**config.mk**
```make
export PLATFORM = sky130hd
export DESIGN_NAME = mem_stage_ctrl
export DESIGN_NICKNAME = d
export VERILOG_FILES = /design/src/rtl/mem_stage_ctrl.sv
export SDC_FILE = /design/constraint.sdc
export NUM_CORES = 1
export LEC_CHECK = 0
export CAP_MARGIN = 15
export CELL_PAD_IN_SITES_DETAIL_PLACEMENT = 1
export CELL_PAD_IN_SITES_GLOBAL_PLACEMENT = 1
export CORE_ASPECT_RATIO = 2
export CORE_MARGIN = 1.5
export CORE_UTILIZATION = 31
export DETAILED_ROUTE_END_ITERATION = 6
export GPL_TIMING_DRIVEN = 0
export PLACE_DENSITY = 0.87
export SLEW_MARGIN = 30
export SYNTH_ARGS = -nofsm -noshare
export SYNTH_HDL_FRONTEND = slang
export SYNTH_SLANG_ARGS = --single-unit
```
**constraint.sdc**
```tcl
create_clock -name clk -period 1.9 [get_ports clk]
set_input_delay 0.57 -clock clk [delete_from_list [all_inputs] [get_ports clk]]
set_output_delay 0.57 -clock clk [all_outputs]
set_load 0.05 [all_outputs]
```
**src/rtl/mem_stage_ctrl.sv**
```systemverilog
// Memory stage between EX/MEM and MEM/WB: runs one SRAM load/store per
// instruction over a req/ready handshake, freezing the pipeline meanwhile.
module mem_stage_ctrl #(
  parameter int BASE_ADDR = 1024,
  parameter int ADDR_W    = 16,
  parameter int TIMEOUT   = 64
) (
  input  logic              clk,
  input  logic              rst,
  input  logic              WB_en_in,
  input  logic              MEM_R_EN_in,
  input  logic              MEM_W_EN_in,
  input  logic [31:0]       ALU_result_in,
  input  logic [31:0]       ST_val_in,
  input  logic [3:0]        Dest_in,
  output logic              freeze,
  output logic              mem_req,
  output logic              mem_we,
  output logic [ADDR_W-1:0] mem_addr,
  output logic [31:0]       mem_wdata,
  input  logic [31:0]       mem_rdata,
  input  logic              mem_ready,
  output logic              WB_en,
  output logic              MEM_R_EN,
  output logic [31:0]       ALU_result,
  output logic [31:0]       MEM_result,
  output logic [3:0]        Dest,
  output logic              mem_err
);

  localparam int CNT_W = $clog2(TIMEOUT);

  typedef enum logic [1:0] {IDLE, WAIT, DONE} state_t;

  state_t            state_reg, state_next;
  logic [CNT_W-1:0]  cnt_reg, cnt_next;
  logic [31:0]       load_reg, load_next;
  logic              mem_req_next, mem_we_next, mem_err_next;
  logic [ADDR_W-1:0] mem_addr_next;
  logic [31:0]       mem_wdata_next;
  logic              wb_en_next, mem_r_en_next;
  logic [31:0]       alu_result_next, mem_result_next;
  logic [3:0]        dest_next;
  logic              access;
  logic [31:0]       byte_off;

  assign access   = MEM_R_EN_in | MEM_W_EN_in;
  assign byte_off = ALU_result_in - 32'(BASE_ADDR);
  // Gated by rst so the stall drops the instant reset asserts.
  assign freeze   = rst & (((state_reg == IDLE) & access) | (state_reg == WAIT));

  always_comb begin
    state_next      = state_reg;
    cnt_next        = cnt_reg;
    load_next       = load_reg;
    mem_req_next    = mem_req;
    mem_we_next     = mem_we;
    mem_addr_next   = mem_addr;
    mem_wdata_next  = mem_wdata;
    mem_err_next    = mem_err;
    wb_en_next      = WB_en;
    mem_r_en_next   = MEM_R_EN;
    alu_result_next = ALU_result;
    mem_result_next = MEM_result;
    dest_next       = Dest;

    case (state_reg)
      IDLE: begin
        if (access) begin
          mem_addr_next  = ADDR_W'(byte_off >> 2);
          mem_wdata_next = ST_val_in;
          mem_we_next    = MEM_W_EN_in;
          mem_req_next   = 1'b1;
          cnt_next       = '0;
          wb_en_next     = 1'b0;
          mem_r_en_next  = 1'b0;
          state_next     = WAIT;
        end else begin
          wb_en_next      = WB_en_in;
          mem_r_en_next   = MEM_R_EN_in;
          alu_result_next = ALU_result_in;
          dest_next       = Dest_in;
          mem_result_next = '0;
        end
      end
      WAIT: begin
        wb_en_next    = 1'b0;
        mem_r_en_next = 1'b0;
        if (mem_ready) begin
          // Stores (including a simultaneous R+W) never return load data.
          mem_req_next = 1'b0;
          load_next    = mem_we ? 32'd0 : mem_rdata;
          state_next   = DONE;
        end else if (cnt_reg == CNT_W'(TIMEOUT - 1)) begin
          mem_req_next = 1'b0;
          load_next    = '0;
          mem_err_next = 1'b1;
          state_next   = DONE;
        end else begin
          cnt_next = cnt_reg + 1'b1;
        end
      end
      DONE: begin
        wb_en_next      = WB_en_in;
        mem_r_en_next   = MEM_R_EN_in;
        alu_result_next = ALU_result_in;
        dest_next       = Dest_in;
        mem_result_next = load_reg;
        state_next      = IDLE;
      end
      default: state_next = IDLE;
    endcase
  end

  always_ff @(posedge clk or negedge rst) begin
    if (!rst) begin
      state_reg  <= IDLE;
      cnt_reg    <= '0;
      load_reg   <= '0;
      mem_req    <= 1'b0;
      mem_we     <= 1'b0;
      mem_addr   <= '0;
      mem_wdata  <= '0;
      mem_err    <= 1'b0;
      WB_en      <= 1'b0;
      MEM_R_EN   <= 1'b0;
      ALU_result <= '0;
      MEM_result <= '0;
      Dest       <= '0;
    end else begin
      state_reg  <= state_next;
      cnt_reg    <= cnt_next;
      load_reg   <= load_next;
      mem_req    <= mem_req_next;
      mem_we     <= mem_we_next;
      mem_addr   <= mem_addr_next;
      mem_wdata  <= mem_wdata_next;
      mem_err    <= mem_err_next;
      WB_en      <= wb_en_next;
      MEM_R_EN   <= mem_r_en_next;
      ALU_result <= alu_result_next;
      MEM_result <= mem_result_next;
      Dest       <= dest_next;
    end
  end

endmodule

```
# Word level (Yosys, flattened, before mapping)
# Cells that the tools add are included.
# W data, S select, Z words.
classes:
  reduce_logical: 12
  n_addsub: 2
  mux: 25
  bitwise: 5
  eq_ne: 8
ops:
  columns: ["cell", "n"]
  rows:
  - ["$mux W32", 5]
  - ["$pmux W32 S2", 2]
  - ["$mux W6", 3]
  - ["$sub A18 B11 Y18 const B", 1]
  - ["$pmux W6 S2", 1]
  - ["$ne A2 B2 Y1 const B", 4]
  - ["$pmux W4 S2", 1]
  - ["$reduce_and A2 Y1", 4]
  - ["$add A6 B1 Y6 const B", 1]
  - ["$eq A6 B6 Y1 const B", 1]
  - ["$mux W2", 3]
  - ["$pmux W1 S3", 2]
  - ["$reduce_and A3 Y1", 2]
  - ["$reduce_bool A2 Y1", 3]
  - ["$mux W1", 5]
  - ["$mux W4", 1]
  - ["$pmux W2 S2", 1]
  - ["$reduce_and A4 Y1", 1]
  - ["$ne A3 B2 Y1 const B", 1]
  - ["$reduce_bool A3 Y1", 1]
  - ["$and A1 B1 Y1", 2]
  - ["$eq A2 B1 Y1 const B", 1]
  - ["$eq A2 B2 Y1 const B", 1]
  - ["$logic_not A2 Y1", 1]
  - ["other kinds (3)", 4]
word_totals:
  word_cells: 65
  regBits: 161
  input_bits: 106
  out_inout_bits: 122

# Logic depth before layout (Yosys ltp)
logic_depth:
  ltp_word: 4
  ltp_mapped: 7
  depth_no_buf: 6

# Worst setup path before layout
# No wires, ideal clock.
synth_path:
  path_type: "reg2out"
  from: "register state_reg[1]"
  to: "output freeze"
  n_path_buf: 2
  path_slack_ps: -329
  path_stages_with_launch: 6
  t_arrival_ps: 1659
  t_required_ps: 1330
  cell_sequence: "dfrtp_1 > inv_1 > ha_1 > clkbuf_1 > clkbuf_1 > o21a_1"
synth_between:
  elab_chain_len: 4
  word_cells_on_any_way: 5
  classes_between: "1 x eq/ne; 3 x bitwise; 1 x reduce/logical"
synth_rtl:
  columns: ["element", "line", "text"]
  rows:
  - ["from (decl)", "35", "state_t state_reg, state_next;"]
  - ["from (signal assigned)", "131", "state_reg <= state_next;"]
  - ["$logic_not A2 Y1", "50", "assign freeze = rst & (((state_reg == IDLE) & access) | (state_reg == WAIT));"]
  - ["$and A1 B1 Y1", "50", null]
  - ["$or A1 B1 Y1 *", "50", null]
  - ["$and A1 B1 Y1 *", "50", null]
  - ["to (decl)", "16", "output logic freeze,"]
# Every way passes the cells marked *; elsewhere a longest branch is shown, timed or not.

# Final worst setup path
layout_path:
  from: "register state_reg[0]"
  to: "output freeze"
# Same word-level chain as after synthesis.

==> flow_metrics.py <==
metrics = {
    "outcome": {
        "status": "finished with violations",
        "violations": "setup timing",
    },
    "final_layout": {
        "fin_util_pct": 49.8,
        "area_growth_pct": 57.9,
        "fillerInstances": 2184,
        "instances_no_fill": 1135,
        "drive_gt1_share_pct": 29.4,
        "fin_nets": 968,
    },
    "global_routing": {
        "grt_pass1_vias": 6190,
        "gr-max-usage-layer": "met2",
        "grt_use_met1_pct": 19.3,
        "grt_pass1_wl_um": 34300,
        "grt_usage_pct": 20.9,
        "overflow": 0,
        "grt_util_met2_pct": 40.2,
        "grt_max_degree": 71,
        "met3_usage_pct": 4.78,
        "antenna_found_initial": 1,
    },
    "power_and_ir_drop": {
        "leakage_uw": 0.00477,
        "power_density_nw_per_um2": 2050,
        "pwr-share-seq_pct": 27.7,
        "internal_power_uw": 10800,
        "total_power_uw": 20900,
        "vdd_ir_drop_max_mv": 0.827,
        "p_switching_uw": 10100,
        "p_clk_share_pct": 16.7,
        "p_comb_share_pct": 55.6,
        "switching_share_pct": 48.2,
    },
    "worst_setup_path": {
        "cp.arrival_ns": 1.66,
        "crit_path_end_kind": "output port",
        "path_class": "reg2out",
        "required_ns": 1.33,
        "start_kind": "register",
        "cp_max_fo": 4,
    },
    "drt": {
        "remaining_drc_errors": 0,
        "ant_nets": 0,
        "drt-pass1-iter-count": 4,
        "vias_per_cell": 4.84,
        "num_vias": 5493,
        "routedWlPerCell_um": 20.1,
        "drtIter0Drc": 208,
        "wl_um": 22800,
    },
    "floorplan": {
        "rows": 74,
        "start_util_pct": 31.6,
        "dieHeight_um": 207,
        "fp.dieArea_um2": 21800,
        "fp.coreArea_um2": 20500,
        "die_width_um": 105,
        "io_pins": 228,
    },
    "synth": {
        "synth_top_cell_by_area": "dfrtp_1",
        "async_flop_share_pct": 100,
        "syn_avg_cell_area_um2": 11.1,
        "synth.distinct_cells": 42,
        "synth_most_common_cell": "dfrtp_1",
        "synthTopCellsByArea": "dfrtp_1 (62%), nand2_1 (8.3%), mux2_2 (6.1%)",
        "ys.flop_type": "dfrtp_1",
        "synthesis.nets": 697,
        "synth_warnings": 0,
        "synth_cells": 584,
        "synth_seq_cells": 161,
        "synth_edf_count": 0,
        "seq_area_frac_synth_pct": 62.4,
        "synth_commonest_cells": "dfrtp_1 (161), nand2_1 (142), o21ai_0 (43), inv_1 (38), mux2_2 (35)",
        "syn-cell-area_um2": 6460,
        "yosysTopAreaCellShare_pct": 62.4,
    },
    "placed_design": {
        "hpwl_um": 16100,
        "dp.cells": 1079,
        "place_congestion": 0.824,
        "dp_slack_ns": -1.63,
        "port_buffers": 227,
    },
    "sta": {
        "tightest_slew_ns": 0.600,
        "final_max_slew_viol_count": 0,
        "timing.final.crit_share_pct": 117,
        "fin_worst_skew_ns": 0.0115,
        "hold_violations": 0,
        "setup_slack_ns": -0.327,
        "slew_headroom_pct": 59.8,
        "rsz0062_at_grt": "yes",
        "max_freq_mhz": 449,
        "period_minus_slack_ns": 2.23,
        "setup_violations": 62,
        "final.setup.tns_ns": -5.56,
    },
    "clock_network": {
        "cts_buffer_depth": 2,
        "cts-root-buf": "clkbuf_16",
        "clk_latency_ns": 0.44,
        "clkTransAtPathRegs_ns": 0.07,
        "numCtsBuffers": 17,
        "cts_tree": "built",
        "cts-htree-levels": 4,
        "cts.sinks": 161,
    },
    "worst_hold_path": {
        "hp-class": "in2async",
    },
    "job": {
        "max_cap_viol_count": 0,
    },
}
cells by family (layout without fill, tap and decap cells):
logic type / after synthesis / count (layout) / synth area share, %
xor gates and xnor gates: 6 / 6 / 0.814
other: 0 / 1 / 0
buffers and inverters: 73 / 357 / 4.52
muxes: 36 / 36 / 6.28
AOI/OAI and AO/OA: 94 / 94 / 9.90
DFF: 161 / 161 / 62.4
and+or+nand+nor: 207 / 207 / 14.7
adders and majority gates: 7 / 7 / 1.36
final cells by class:
cell class              instances  area (µm²)  share of cell area, %
multi-input cells             350        2350                   23.1
inverters                      38         145                   1.42
plain buffers                  32         231                   2.27
diodes                          1        2.50                 0.0245
clock buffers                  20         467                   4.58
flip-flops and latches        161        4030                   39.5
repair buffers                255        2500                   24.5
clock inverters                12         134                   1.31
well taps                     266         333                   3.26
worst max-delay path: stages (launching register included):
cell     delay (ns)
dfrtp_2        0.44
inv_2          0.11
ha_4           0.18
inv_4          0.05
nor2_4         0.15
o21a_4         0.15
buf_8          0.14
final timing paths:
path	to	cells past startpoint	start	slack [ns]
setup reg to reg	Dest[3]	9	state_reg[0]	-0.16
hold / removal	cnt_reg[2]	2	rst	0.1
hold reg to reg	mem_addr[5]	2	mem_addr[5]	0.48
min in group clk	mem_addr[5]	2	mem_addr[5]	0.48
setup / recovery	freeze	6	state_reg[0]	-0.33
max in group asynchronous	state_reg[0]	2	rst	0.76
layout by cell type, fill, tap and decap left out, drive strengths merged, types with 2 or more instances in the layout:
cell and instances:
a21oi 2, a22o 32, a2bb2oi 3, a31oi 2, and2 2, and3 2, buf 39, bufinv 2
clkbuf 85, clkdlybuf4s15 78, clkdlybuf4s50 100, clkinv 5, clkinvlp 5, dfrtp 161, dlygate4sd2 4, ha 7
inv 38, mux2 36, nand2 142, nand3 6, nand4 33, nand4b 3, nor2 8, nor3 3
nor3b 2, o21ai 47, o31ai 2, or3 2, xnor2 5
per-stage QoR:
step,hold WS [ns],cell area [µm²]
detailed placement,0.459,9130
floorplan,0.274,6470
finish,0.0959,10200
CTS,0.0832,10000
global route,0.0859,10200
global placement,0.457,9070
metal layers:
layer	vias to the layer above	routed length [µm]
li1	2525	-
met1	2735	7690
met2	170	13200
met3	63	821
met4	0	1110
met5	-	0
power by group through the flow:
stage               clock network (µW)  logic, µW  registers [µW]
global route                      3700      12200            5970
finish                            3480      11600            5790
floorplan                            0       2650           10000
global placement                     0      10800            5680
detailed placement                   0      11000            5810
CTS                               3560      11000            5760
what timing repair did:
| item | 4_1_cts | 5_1_grt |
|---|---|---|
| cloned | 0 | 3 |
| buffers inserted | 11 | 10 |
| endpoints found under the setup margin | 260 | 182 |
| hold endpoints to repair | 13 | 0 |
| pin swaps | 4 | 9 |
| gates resized for setup | 332 | 144 |
| hold buffers | 2 | 0 |
(Power assumes the default switching activity.)
==> RTL edit, RTL diff (same flow settings) <==
The parameter `ADDR_W` goes from 16 to 15.
--- a/src/rtl/mem_stage_ctrl.sv
+++ b/src/rtl/mem_stage_ctrl.sv
@@ -2,7 +2,7 @@
 // instruction over a req/ready handshake, freezing the pipeline meanwhile.
 module mem_stage_ctrl #(
   parameter int BASE_ADDR = 1024,
-  parameter int ADDR_W    = 16,
+  parameter int ADDR_W    = 15,
   parameter int TIMEOUT   = 64
 ) (
   input  logic              clk,
Ports: changed (resized mem_addr); port bits go from 228 to 227. The function was not compared with the original's and may differ.
==> RTL edit against the original RTL <==
The flow still finishes with violations (negative setup slack); cell count decreased by 4.4%; count of clock-buffer cells in the layout unchanged; worst setup slack better by 0.052 ns; first-iteration DRC count is 27% lower; synthesized cell count shrank 6.7%; routed wire length down 4.9%; sequential power increased by 3%; clock skew shrank 0.0035 ns; area after synthesis increased by 2.8%; sequential cell count is 1 lower; design area shrank 2.5%; power shrank 2.4%.
==> RTL edit: results (changes against the original RTL) <==
status finished with violations (unchanged); failing checks negative setup slack (unchanged); # setup viols final 30 (was 62); Synthesized Nets 658 (was 697); pre-CTS WS -1.396 ns (was -1.629 ns); Detail Placement HPWL 16040 µm (was 16050 µm); Syn Inst Count 545 (was 584); peak supply drop 833.8 µV (was 827.3 µV); first-pass GRT wire length 33450 µm (was 34340 µm); WP data arrival 1.60 ns (was 1.66 ns); RD Place Congestion 0.8200 (was 0.8236); filler cell count 2275 (was 2184); setup_tns -0.6496 ns (was -5.556 ns); CP peak stage delay 0.46 ns (was 0.44 ns); mux contribution to synthesized area 0.08035 (was 0.06279); DP Cell Count 1042 (was 1079); Compound-Gate Fraction of Synth Area 0.1117 (was 0.09903); Max-slew headroom 0.6645 (was 0.5984); pin count of the biggest net entering global routing 85 (was 71); Seq/Total Area, Yosys 0.6035 (was 0.6240); count of cell types in the netlist 38 (was 42); largest cells by area after synthesis dfrtp_1 (60%), nand2_1 (8.2%), mux2_4 (7.7%) (was dfrtp_1 (62%), nand2_1 (8.3%), mux2_2 (6.1%)); final worst slack -0.2750 ns (was -0.3269 ns); DR iter-0 viols 152 (was 208); R2R setup slack -0.06 ns (was -0.16 ns)
RTL edit: cell count changes after synthesis, sizes merged, moves of 4 or more:
cell	unedited run	this run
a21o	0	32
and4b	0	32
inv	38	5
nand3	6	2
nand4	33	1
o21ai	47	14
RTL edit: repair_timing:
action,CTS,global route
pin swaps,3,4
buffers inserted,9,4
gates cloned,0,1
endpoints found under the setup margin,239,135
gates resized for setup,303,82
hold buffers,1,0
hold endpoints to repair,1,0
RTL edit: layout make-up:
class,instances,area [µm²],share of cell area
Antenna cell,1,2.502,0.0002518
Buffer,33,237.7,0.02392
Clock buffer,20,466.7,0.04695
Clock inverter,10,63.81,0.006420
Inverter,5,23.77,0.002392
Multi-Input combinational cell,344,2476,0.2491
Sequential cell,160,4005,0.4029
Tap cell,269,336.6,0.03386
Timing Repair Buffer,243,2327,0.2341
RTL edit: layer usage:
layer	wire length (µm)	vias up	GRT usage
met2	12030	168	0.3693
met5	0	-	0
met3	807	55	0.04348
met1	7633	2637	0.2012
met4	1209	0	0.1195
li1	-	2409	-
